[src/rtl/hrm_control_unit_pkg.sv]
// Shared encodings for the HRM control unit: opcodes, ALU controls, R-source
// selects and the sequencer state type.
package hrm_pkg;

  localparam logic [3:0] OP_INBOX    = 4'h0;
  localparam logic [3:0] OP_OUTBOX   = 4'h1;
  localparam logic [3:0] OP_COPYFROM = 4'h2;
  localparam logic [3:0] OP_COPYTO   = 4'h3;
  localparam logic [3:0] OP_ADD      = 4'h4;
  localparam logic [3:0] OP_SUB      = 4'h5;
  localparam logic [3:0] OP_BUMPP    = 4'h6;
  localparam logic [3:0] OP_BUMPN    = 4'h7;
  localparam logic [3:0] OP_JUMP     = 4'h8;
  localparam logic [3:0] OP_JUMPZ    = 4'h9;
  localparam logic [3:0] OP_JUMPN    = 4'hA;
  localparam logic [3:0] OP_HALT     = 4'hF;

  localparam logic [1:0] ALU_ADD   = 2'b00;
  localparam logic [1:0] ALU_SUB   = 2'b01;
  localparam logic [1:0] ALU_BUMPP = 2'b10;
  localparam logic [1:0] ALU_BUMPN = 2'b11;

  // alu_ctl[2]: which condition the ALU reports on its flag output
  localparam logic FLAG_Z = 1'b0;
  localparam logic FLAG_N = 1'b1;

  localparam logic [1:0] R_SEL_ALU   = 2'd0;
  localparam logic [1:0] R_SEL_INBOX = 2'd1;
  localparam logic [1:0] R_SEL_MEM   = 2'd2;

  typedef enum logic [2:0] {
    S_FETCH, S_DECODE, S_INDIR, S_EXEC, S_WAIT_IN, S_WAIT_OUT, S_HALT
  } state_t;

  function automatic logic [2:0] alu_code(input logic flag_sel, input logic [1:0] op);
    return {flag_sel, op};
  endfunction

endpackage

[src/rtl/hrm_control_unit_if.sv]
// Bus between the control unit (master) and ROM / data memory / datapath (slave).
interface hrm_control_unit_if #(
  parameter int PC_W   = 8,
  parameter int DATA_W = 8
);
  logic [DATA_W-1:0] prog_data;
  logic [PC_W-1:0]   pc;
  logic [DATA_W-1:0] mem_addr;
  logic [DATA_W-1:0] mem_rdata;
  logic              mem_we;
  logic              mem_wsel;
  logic [2:0]        alu_ctl;
  logic              alu_flag;
  logic              r_load;
  logic [1:0]        r_sel;
  logic              inbox_valid;
  logic              inbox_rd;
  logic              outbox_ready;
  logic              outbox_wr;
  logic              halted;

  modport master (
    input  prog_data, mem_rdata, alu_flag, inbox_valid, outbox_ready,
    output pc, mem_addr, mem_we, mem_wsel, alu_ctl, r_load, r_sel,
           inbox_rd, outbox_wr, halted
  );

  modport slave (
    output prog_data, mem_rdata, alu_flag, inbox_valid, outbox_ready,
    input  pc, mem_addr, mem_we, mem_wsel, alu_ctl, r_load, r_sel,
           inbox_rd, outbox_wr, halted
  );
endinterface

[src/rtl/hrm_control_unit_decoder.sv]
// Combinational opcode decode: instruction class flags plus the EXEC-cycle
// strobe templates the sequencer applies.
module hrm_decoder
  import hrm_pkg::*;
(
  input  logic [3:0] i_op,
  output logic       o_needs_operand,
  output logic       o_is_jump,
  output logic       o_is_mem,
  output logic       o_is_in,
  output logic       o_is_out,
  output logic       o_is_halt,
  output logic [2:0] o_alu_ctl,
  output logic       o_r_load,
  output logic [1:0] o_r_sel,
  output logic       o_mem_we,
  output logic       o_mem_wsel
);

  always_comb begin
    o_needs_operand = 1'b0;
    o_is_jump       = 1'b0;
    o_is_mem        = 1'b0;
    o_is_in         = 1'b0;
    o_is_out        = 1'b0;
    o_is_halt       = 1'b0;
    o_alu_ctl       = alu_code(FLAG_Z, ALU_ADD);
    o_r_load        = 1'b0;
    o_r_sel         = R_SEL_ALU;
    o_mem_we        = 1'b0;
    o_mem_wsel      = 1'b0;
    case (i_op)
      OP_INBOX:  o_is_in  = 1'b1;
      OP_OUTBOX: o_is_out = 1'b1;
      OP_COPYFROM: begin
        o_needs_operand = 1'b1;
        o_is_mem        = 1'b1;
        o_r_load        = 1'b1;
        o_r_sel         = R_SEL_MEM;
      end
      OP_COPYTO: begin
        o_needs_operand = 1'b1;
        o_is_mem        = 1'b1;
        o_mem_we        = 1'b1;
      end
      OP_ADD, OP_SUB: begin
        o_needs_operand = 1'b1;
        o_is_mem        = 1'b1;
        o_alu_ctl       = alu_code(FLAG_Z, (i_op == OP_ADD) ? ALU_ADD : ALU_SUB);
        o_r_load        = 1'b1;
      end
      OP_BUMPP, OP_BUMPN: begin
        o_needs_operand = 1'b1;
        o_is_mem        = 1'b1;
        o_alu_ctl       = alu_code(FLAG_Z, (i_op == OP_BUMPP) ? ALU_BUMPP : ALU_BUMPN);
        o_r_load        = 1'b1;
        o_mem_we        = 1'b1;
        o_mem_wsel      = 1'b1;
      end
      OP_JUMP, OP_JUMPZ: begin
        o_needs_operand = 1'b1;
        o_is_jump       = 1'b1;
      end
      OP_JUMPN: begin
        o_needs_operand = 1'b1;
        o_is_jump       = 1'b1;
        o_alu_ctl       = alu_code(FLAG_N, ALU_ADD);
      end
      // HALT and the unused opcodes B-E all stop the machine
      default: o_is_halt = 1'b1;
    endcase
  end

endmodule

[src/rtl/hrm_control_unit.sv]
// HRM sequencer: fetches from program ROM, resolves indirection and jumps,
// and drives one-cycle strobes to data memory, R, ALU and the in/out FIFOs.
module hrm_control_unit
  import hrm_pkg::*;
#(
  parameter int PC_W   = 8,
  parameter int DATA_W = 8
) (
  input  logic clk,
  input  logic rst_n,
  hrm_control_unit_if.master bus
);

  state_t              r_state, w_state_nxt;
  logic [PC_W-1:0]     r_pc, w_pc_nxt;
  logic [DATA_W-1:0]   r_ir, w_ir_nxt;
  logic [DATA_W-1:0]   r_opr, w_opr_nxt;
  logic [DATA_W-1:0]   r_ea, w_ea_nxt;

  logic [3:0] w_op;
  logic       w_needs_operand, w_is_jump, w_is_mem, w_is_in, w_is_out, w_is_halt;
  logic [2:0] w_alu_ctl;
  logic       w_r_load, w_mem_we, w_mem_wsel;
  logic [1:0] w_r_sel;

  // In FETCH the opcode has not been latched yet, so decode the ROM byte directly
  assign w_op = (r_state == S_FETCH) ? bus.prog_data[7:4] : r_ir[7:4];

  hrm_decoder u_dec (
    .i_op            (w_op),
    .o_needs_operand (w_needs_operand),
    .o_is_jump       (w_is_jump),
    .o_is_mem        (w_is_mem),
    .o_is_in         (w_is_in),
    .o_is_out        (w_is_out),
    .o_is_halt       (w_is_halt),
    .o_alu_ctl       (w_alu_ctl),
    .o_r_load        (w_r_load),
    .o_r_sel         (w_r_sel),
    .o_mem_we        (w_mem_we),
    .o_mem_wsel      (w_mem_wsel)
  );

  always_ff @(posedge clk or negedge rst_n) begin
    if (!rst_n) begin
      r_state <= S_FETCH;
      r_pc    <= '0;
      r_ir    <= '0;
      r_opr   <= '0;
      r_ea    <= '0;
    end else begin
      r_state <= w_state_nxt;
      r_pc    <= w_pc_nxt;
      r_ir    <= w_ir_nxt;
      r_opr   <= w_opr_nxt;
      r_ea    <= w_ea_nxt;
    end
  end

  always_comb begin
    w_state_nxt   = r_state;
    w_pc_nxt      = r_pc;
    w_ir_nxt      = r_ir;
    w_opr_nxt     = r_opr;
    w_ea_nxt      = r_ea;
    bus.mem_addr  = r_ea;
    bus.alu_ctl   = 3'b000;
    bus.r_load    = 1'b0;
    bus.r_sel     = R_SEL_ALU;
    bus.mem_we    = 1'b0;
    bus.mem_wsel  = 1'b0;
    bus.inbox_rd  = 1'b0;
    bus.outbox_wr = 1'b0;
    case (r_state)
      S_FETCH: begin
        w_ir_nxt = bus.prog_data;
        w_pc_nxt = r_pc + PC_W'(1);
        if (w_is_in)        w_state_nxt = S_WAIT_IN;
        else if (w_is_out)  w_state_nxt = S_WAIT_OUT;
        else if (w_is_halt) w_state_nxt = S_HALT;
        else                w_state_nxt = S_DECODE;
      end
      S_DECODE: begin
        w_opr_nxt   = bus.prog_data;
        w_ea_nxt    = bus.prog_data;
        w_pc_nxt    = r_pc + PC_W'(1);
        w_state_nxt = (w_is_mem && r_ir[3]) ? S_INDIR : S_EXEC;
      end
      S_INDIR: begin
        bus.mem_addr = r_opr;
        w_ea_nxt     = bus.mem_rdata;
        w_state_nxt  = S_EXEC;
      end
      S_EXEC: begin
        bus.alu_ctl  = w_alu_ctl;
        bus.r_load   = w_r_load;
        bus.r_sel    = w_r_sel;
        bus.mem_we   = w_mem_we;
        bus.mem_wsel = w_mem_wsel;
        if (w_is_jump && (r_ir[7:4] == OP_JUMP || bus.alu_flag))
          w_pc_nxt = PC_W'(r_opr);
        w_state_nxt = S_FETCH;
      end
      S_WAIT_IN: begin
        bus.inbox_rd = bus.inbox_valid;
        bus.r_load   = bus.inbox_valid;
        bus.r_sel    = R_SEL_INBOX;
        if (bus.inbox_valid) w_state_nxt = S_FETCH;
      end
      S_WAIT_OUT: begin
        bus.outbox_wr = bus.outbox_ready;
        if (bus.outbox_ready) w_state_nxt = S_FETCH;
      end
      S_HALT:  w_state_nxt = S_HALT;
      default: w_state_nxt = S_HALT;
    endcase
  end

  assign bus.pc     = r_pc;
  assign bus.halted = (r_state == S_HALT);

endmodule

[src/flat_wrapper.sv]
// flat-port wrapper written by rule: the top's interface ports become plain ports
module hrm_control_unit_flat import hrm_pkg::*;
#(
  parameter int PC_W   = 8,
  parameter int DATA_W = 8
)
  (clk, rst_n, bus_prog_data, bus_mem_rdata, bus_alu_flag, bus_inbox_valid, bus_outbox_ready, bus_pc, bus_mem_addr, bus_mem_we, bus_mem_wsel, bus_alu_ctl, bus_r_load, bus_r_sel, bus_inbox_rd, bus_outbox_wr, bus_halted);
  hrm_control_unit_if #(.PC_W(PC_W), .DATA_W(DATA_W)) bus_i ();
  input  logic clk;
  input  logic rst_n;
  input wire logic [$bits(bus_i.prog_data)-1:0] bus_prog_data;
  input wire logic [$bits(bus_i.mem_rdata)-1:0] bus_mem_rdata;
  input wire logic [$bits(bus_i.alu_flag)-1:0] bus_alu_flag;
  input wire logic [$bits(bus_i.inbox_valid)-1:0] bus_inbox_valid;
  input wire logic [$bits(bus_i.outbox_ready)-1:0] bus_outbox_ready;
  output wire logic [$bits(bus_i.pc)-1:0] bus_pc;
  output wire logic [$bits(bus_i.mem_addr)-1:0] bus_mem_addr;
  output wire logic [$bits(bus_i.mem_we)-1:0] bus_mem_we;
  output wire logic [$bits(bus_i.mem_wsel)-1:0] bus_mem_wsel;
  output wire logic [$bits(bus_i.alu_ctl)-1:0] bus_alu_ctl;
  output wire logic [$bits(bus_i.r_load)-1:0] bus_r_load;
  output wire logic [$bits(bus_i.r_sel)-1:0] bus_r_sel;
  output wire logic [$bits(bus_i.inbox_rd)-1:0] bus_inbox_rd;
  output wire logic [$bits(bus_i.outbox_wr)-1:0] bus_outbox_wr;
  output wire logic [$bits(bus_i.halted)-1:0] bus_halted;
  assign bus_i.prog_data = bus_prog_data;
  assign bus_i.mem_rdata = bus_mem_rdata;
  assign bus_i.alu_flag = bus_alu_flag;
  assign bus_i.inbox_valid = bus_inbox_valid;
  assign bus_i.outbox_ready = bus_outbox_ready;
  assign bus_pc = bus_i.pc;
  assign bus_mem_addr = bus_i.mem_addr;
  assign bus_mem_we = bus_i.mem_we;
  assign bus_mem_wsel = bus_i.mem_wsel;
  assign bus_alu_ctl = bus_i.alu_ctl;
  assign bus_r_load = bus_i.r_load;
  assign bus_r_sel = bus_i.r_sel;
  assign bus_inbox_rd = bus_i.inbox_rd;
  assign bus_outbox_wr = bus_i.outbox_wr;
  assign bus_halted = bus_i.halted;
  hrm_control_unit #(.PC_W(PC_W), .DATA_W(DATA_W)) u_core (.clk(clk), .rst_n(rst_n), .bus(bus_i));
endmodule
[config.mk]
export PLATFORM = sky130hd
export DESIGN_NAME = hrm_control_unit_flat
export DESIGN_NICKNAME = d
export VERILOG_FILES = /design/src/rtl/hrm_control_unit_pkg.sv /design/src/rtl/hrm_control_unit_if.sv /design/src/rtl/hrm_control_unit_decoder.sv /design/src/rtl/hrm_control_unit.sv /design/src/flat_wrapper.sv
export SDC_FILE = /design/constraint.sdc
export NUM_CORES = 1
export LEC_CHECK = 0
export CAP_MARGIN = 5
export CELL_PAD_IN_SITES_DETAIL_PLACEMENT = 0
export CELL_PAD_IN_SITES_GLOBAL_PLACEMENT = 1
export CORE_ASPECT_RATIO = 0.8
export CORE_MARGIN = 5
export CORE_UTILIZATION = 37
export DETAILED_ROUTE_END_ITERATION = 16
export HOLD_SLACK_MARGIN = 0.03
export PLACE_DENSITY = 0.9
export SYNTH_ARGS = -nofsm -noshare
export SYNTH_HDL_FRONTEND = slang
export SYNTH_SLANG_ARGS = --single-unit
[constraint.sdc]
create_clock -name clk -period 2.1 [get_ports clk]
set_clock_uncertainty 0.05 [all_clocks]
set_input_delay 0.21 -clock clk [delete_from_list [all_inputs] [get_ports clk]]
set_output_delay 0.21 -clock clk [all_outputs]
set_load 0.005 [all_outputs]
==> impl_metrics.csv <==
group,metric,value,unit
layout,drive_gt1_frac,0.3142,
yosys,synthDistinctLibCells,43,
layout,fillerInstances,438,
yosys,synth_common_cells,"dfrtp_1, mux2_1, nand2_1",
yosys,syn_nets,199,
yosys,synth_edf_count,0,
timing,hold_viol_final,0,
floorplanning,initial_utilization,0.3751,
yosys,synth_area,1857,um2
timing,min_period,2.251,ns
pwr,seqPwrFrac,0.285,
detailed_routing,drt_iter0_markers,95,
yosys,syn_inst,177,
global_routing,gr-total-overflow,0,
timing,worst_slew_pin_slew,0.5469,ns
pwr,power.leakage,1.281,nW
pwr,power.density,1623,nW/um2
timing,fmax,444.3,MHz
place,place_ws,0.01588,ns
layout,antenna_cells,0,
yosys,ys.flop_type,"dfrtp_1",
worst_setup_path,critPathLaunch,"u_core.r_state[2]",
detailed_routing,drt_pass1_iterations,4,
global_routing,grt_max_degree,33,
detailed_routing,drt-vias-per-instance,5.498,
worst_setup_path,critPathKind,"reg -> out",
pwr,p_sw_frac,0.3799,
worst_setup_path,required,1.84,ns
pwr,clockPowerShare,0.127,
place,place.gp.congestion,0.8686,
detailed_routing,vias,1776,
floorplanning,dieHeight,73.36,um
yosys,synth.most_common_cell,"dfrtp_1",
layout,area_growth,52.09,%
yosys,yosys.area.top_type_share,0.4313,
layout,stdcell_count,323,
layout,final_nets,282,
pwr,p_total,4.582,mW
detailed_routing,wire_per_inst,17.52,um
global_routing,antenna_found_initial,0,
cts,clockBufferDepth,2,
floorplanning,die_w,89.20,um
cts,cts.sinks,32,
timing,maxSlewHeadroom,0.6341,
cts,htreeDepth,2,
worst_setup_path,path_max_fanout,5,
yosys,synth_area_leaders,"dfrtp_1, mux2_1, a22o_1",
floorplanning,core.rowCount,23,
place,place.port_buffers,47,
timing,maxSlewViolCount,0,
detailed_routing,drc_errors,0,
timing,setup_ws,-0.1506,ns
cts,root_buffer,"clkbuf_8",
worst_setup_path,startpoint_type,"register",
run,drv_cap,0,
cts,clock_latency,0.28,ns
floorplanning,dieArea,6544,um2
yosys,yosys_warnings,0,
worst_hold_path,hold_path.class,"in -> async",
global_routing,grt_pass1_wl,8259,um
worst_setup_path,timing.rr.start,"u_core.r_state[0]",
worst_setup_path,cp_data_arrival_time,1.99,ns
status,outcome,"complete, but fails checks",
floorplanning,coreArea,4950,um2
cts,cts_tree,"done",
timing,rsz0062_at_grt,"true",
timing,period_share,1.072,
worst_setup_path,slowest_stage,"dfrtp_2",
pwr,p_int,2.841,mW
yosys,postSynthAreaPerCell,10.49,um2
floorplanning,boundaryPins,48,
worst_setup_path,cpPeakStageDelay,0.45,ns
cts,ctsHoldBuffers,0,
status,violations,"setup timing",
timing,fin_tns_setup,-0.2535,ns
yosys,yosysSeqAreaShare,0.4313,
pwr,vdd_ir_drop_max,0.8226,mV
detailed_routing,routed_wirelength,5660,um
pwr,power.switching,1.741,mW
detailed_routing,drtAntennaViolNets,0,
worst_setup_path,path_cells,"nor3_2, buf_4, buf_12, mux2i_4, o311ai_2, a21o_1, clkbuf_2",
yosys,yosys.area.top_type,"dfrtp_1",
place,dp_hpwl,3502,um
cts,numCtsBuffers,5,
worst_setup_path,worst_setup_path_end_kind,"output pin",
global_routing,grt_pass1_vias,1703,
place,dp.cells,295,
pwr,combinationalPowerShare,0.588,
global_routing,grt_use_total,0.1648,
layout,postLayoutCoreUtil,0.5705,
yosys,synthArstFlopShare,1.000,
yosys,synth-seq-cells,32,
timing,finalSetupViolCount,6,
cts,clk_pin_slew,0.07,ns
## timing repair
action / 4_1_cts / 5_1_grt
gates cloned: 0 / 1
buffers inserted: 13 / 7
gates resized for setup: 26 / 44
endpoints found under the setup margin: 16 / 15
pin swaps: 3 / 3
## routing by layer
layer | vias up | share of wire | track usage
li1 | 837 | - | -
met1 | 871 | 0.44 | 0.2274
met2 | 56 | 0.48 | 0.2567
met3 | 12 | 0.058 | 0.03700
met4 | 0 | 0.023 | 0.05289
met5 | - | 0 | 0
## final cells by class
class / instances / area (um2) / area share
clock inverter: 2 / 35.03 / 0.01241
inverter: 5 / 18.77 / 0.006646
tap: 62 / 77.57 / 0.02747
sequential: 32 / 802.0 / 0.2840
timing repair buffer: 85 / 779.5 / 0.2760
clock buffer: 6 / 72.57 / 0.02570
multi-input combinational: 131 / 1039 / 0.3677
## cell families (layout without fill, tap and decap cells)
family | after synthesis | after routing | share of synthesized area
muxes | 23 | 23 | 0.1381
AOI/OAI and AO/OA | 45 | 45 | 0.1873
adders and majority gates | 1 | 1 | 0.006737
and+or+nand+nor | 62 | 62 | 0.1920
buffers and inverters | 14 | 98 | 0.04447
DFF | 32 | 32 | 0.4313
## registers in the layout, indices dropped and copies added (netlist names)
| signal | cells |
|---|---|
| u_core.r_opr | 8 |
| u_core.r_state | 3 |
| u_core.r_ea | 8 |
| u_core.bus.pc | 8 |
| u_core.r_ir | 5 |
## power by group through the flow
stage                     Combinational, mW  Sequential (mW)  Clock [mW]
after floorplan                        1.30             1.17           0
after global placement                 2.13             1.26           0
after detailed placement               2.15             1.27           0
after CTS                              2.35             1.26       0.595
after global routing                   2.90             1.34       0.624
final                                  2.69             1.30       0.584
## critical path: cells and delay by family (launching register included)
kind,cells,cell delay [ns]
buffers and inverters,3,0.38
AO/OA/AOI/OAI,2,0.38
AND/OR/NAND/NOR,1,0.20
flip-flops,1,0.45
multiplexers,1,0.29
## per-stage QoR
step | instance area (um2) | hold slack [ns]
final | 2824 | 0.2821
after global routing | 2824 | 0.3231
after CTS | 2728 | 0.2892
after detailed placement | 2489 | 0.4105
after global placement | 2489 | 0.4009
after floorplan | 1857 | -0.1356
## layout by cell type (no fill, tap or decap), types with 3 or more instances in the layout
master           count
a32o_1               4
mux2_1              13
mux2_4               7
o21ai_0              4
nor2_1               9
o21ai_1              3
nor3_1               7
nand3_1              5
nand2_1             16
buf_12               3
a22o_1               8
nor2b_1              4
clkbuf_8             5
dlygate4sd2_1        3
nor3_4               3
inv_2                3
a21o_1               9
clkdlybuf4s50_1     31
clkbuf_2             9
buf_6                8
buf_4               27
dfrtp_1             31
## path summary, 6_finish.rpt
check / to / slack [ns] / cells past startpoint
worst max-delay path: bus_r_load / -0.15 / 7
worst min-delay path: u_core.bus.pc[7] / 0.28 / 2
worst max register to register: u_core.r_opr[4] / 0.22 / 6
worst min register to register: u_core.r_ea[3] / 0.42 / 1
max in group asynchronous: u_core.r_state[2] / 1.40 / 2
min in group clk: u_core.r_ea[3] / 0.42 / 1
Power figures use the tool's default switching activity.
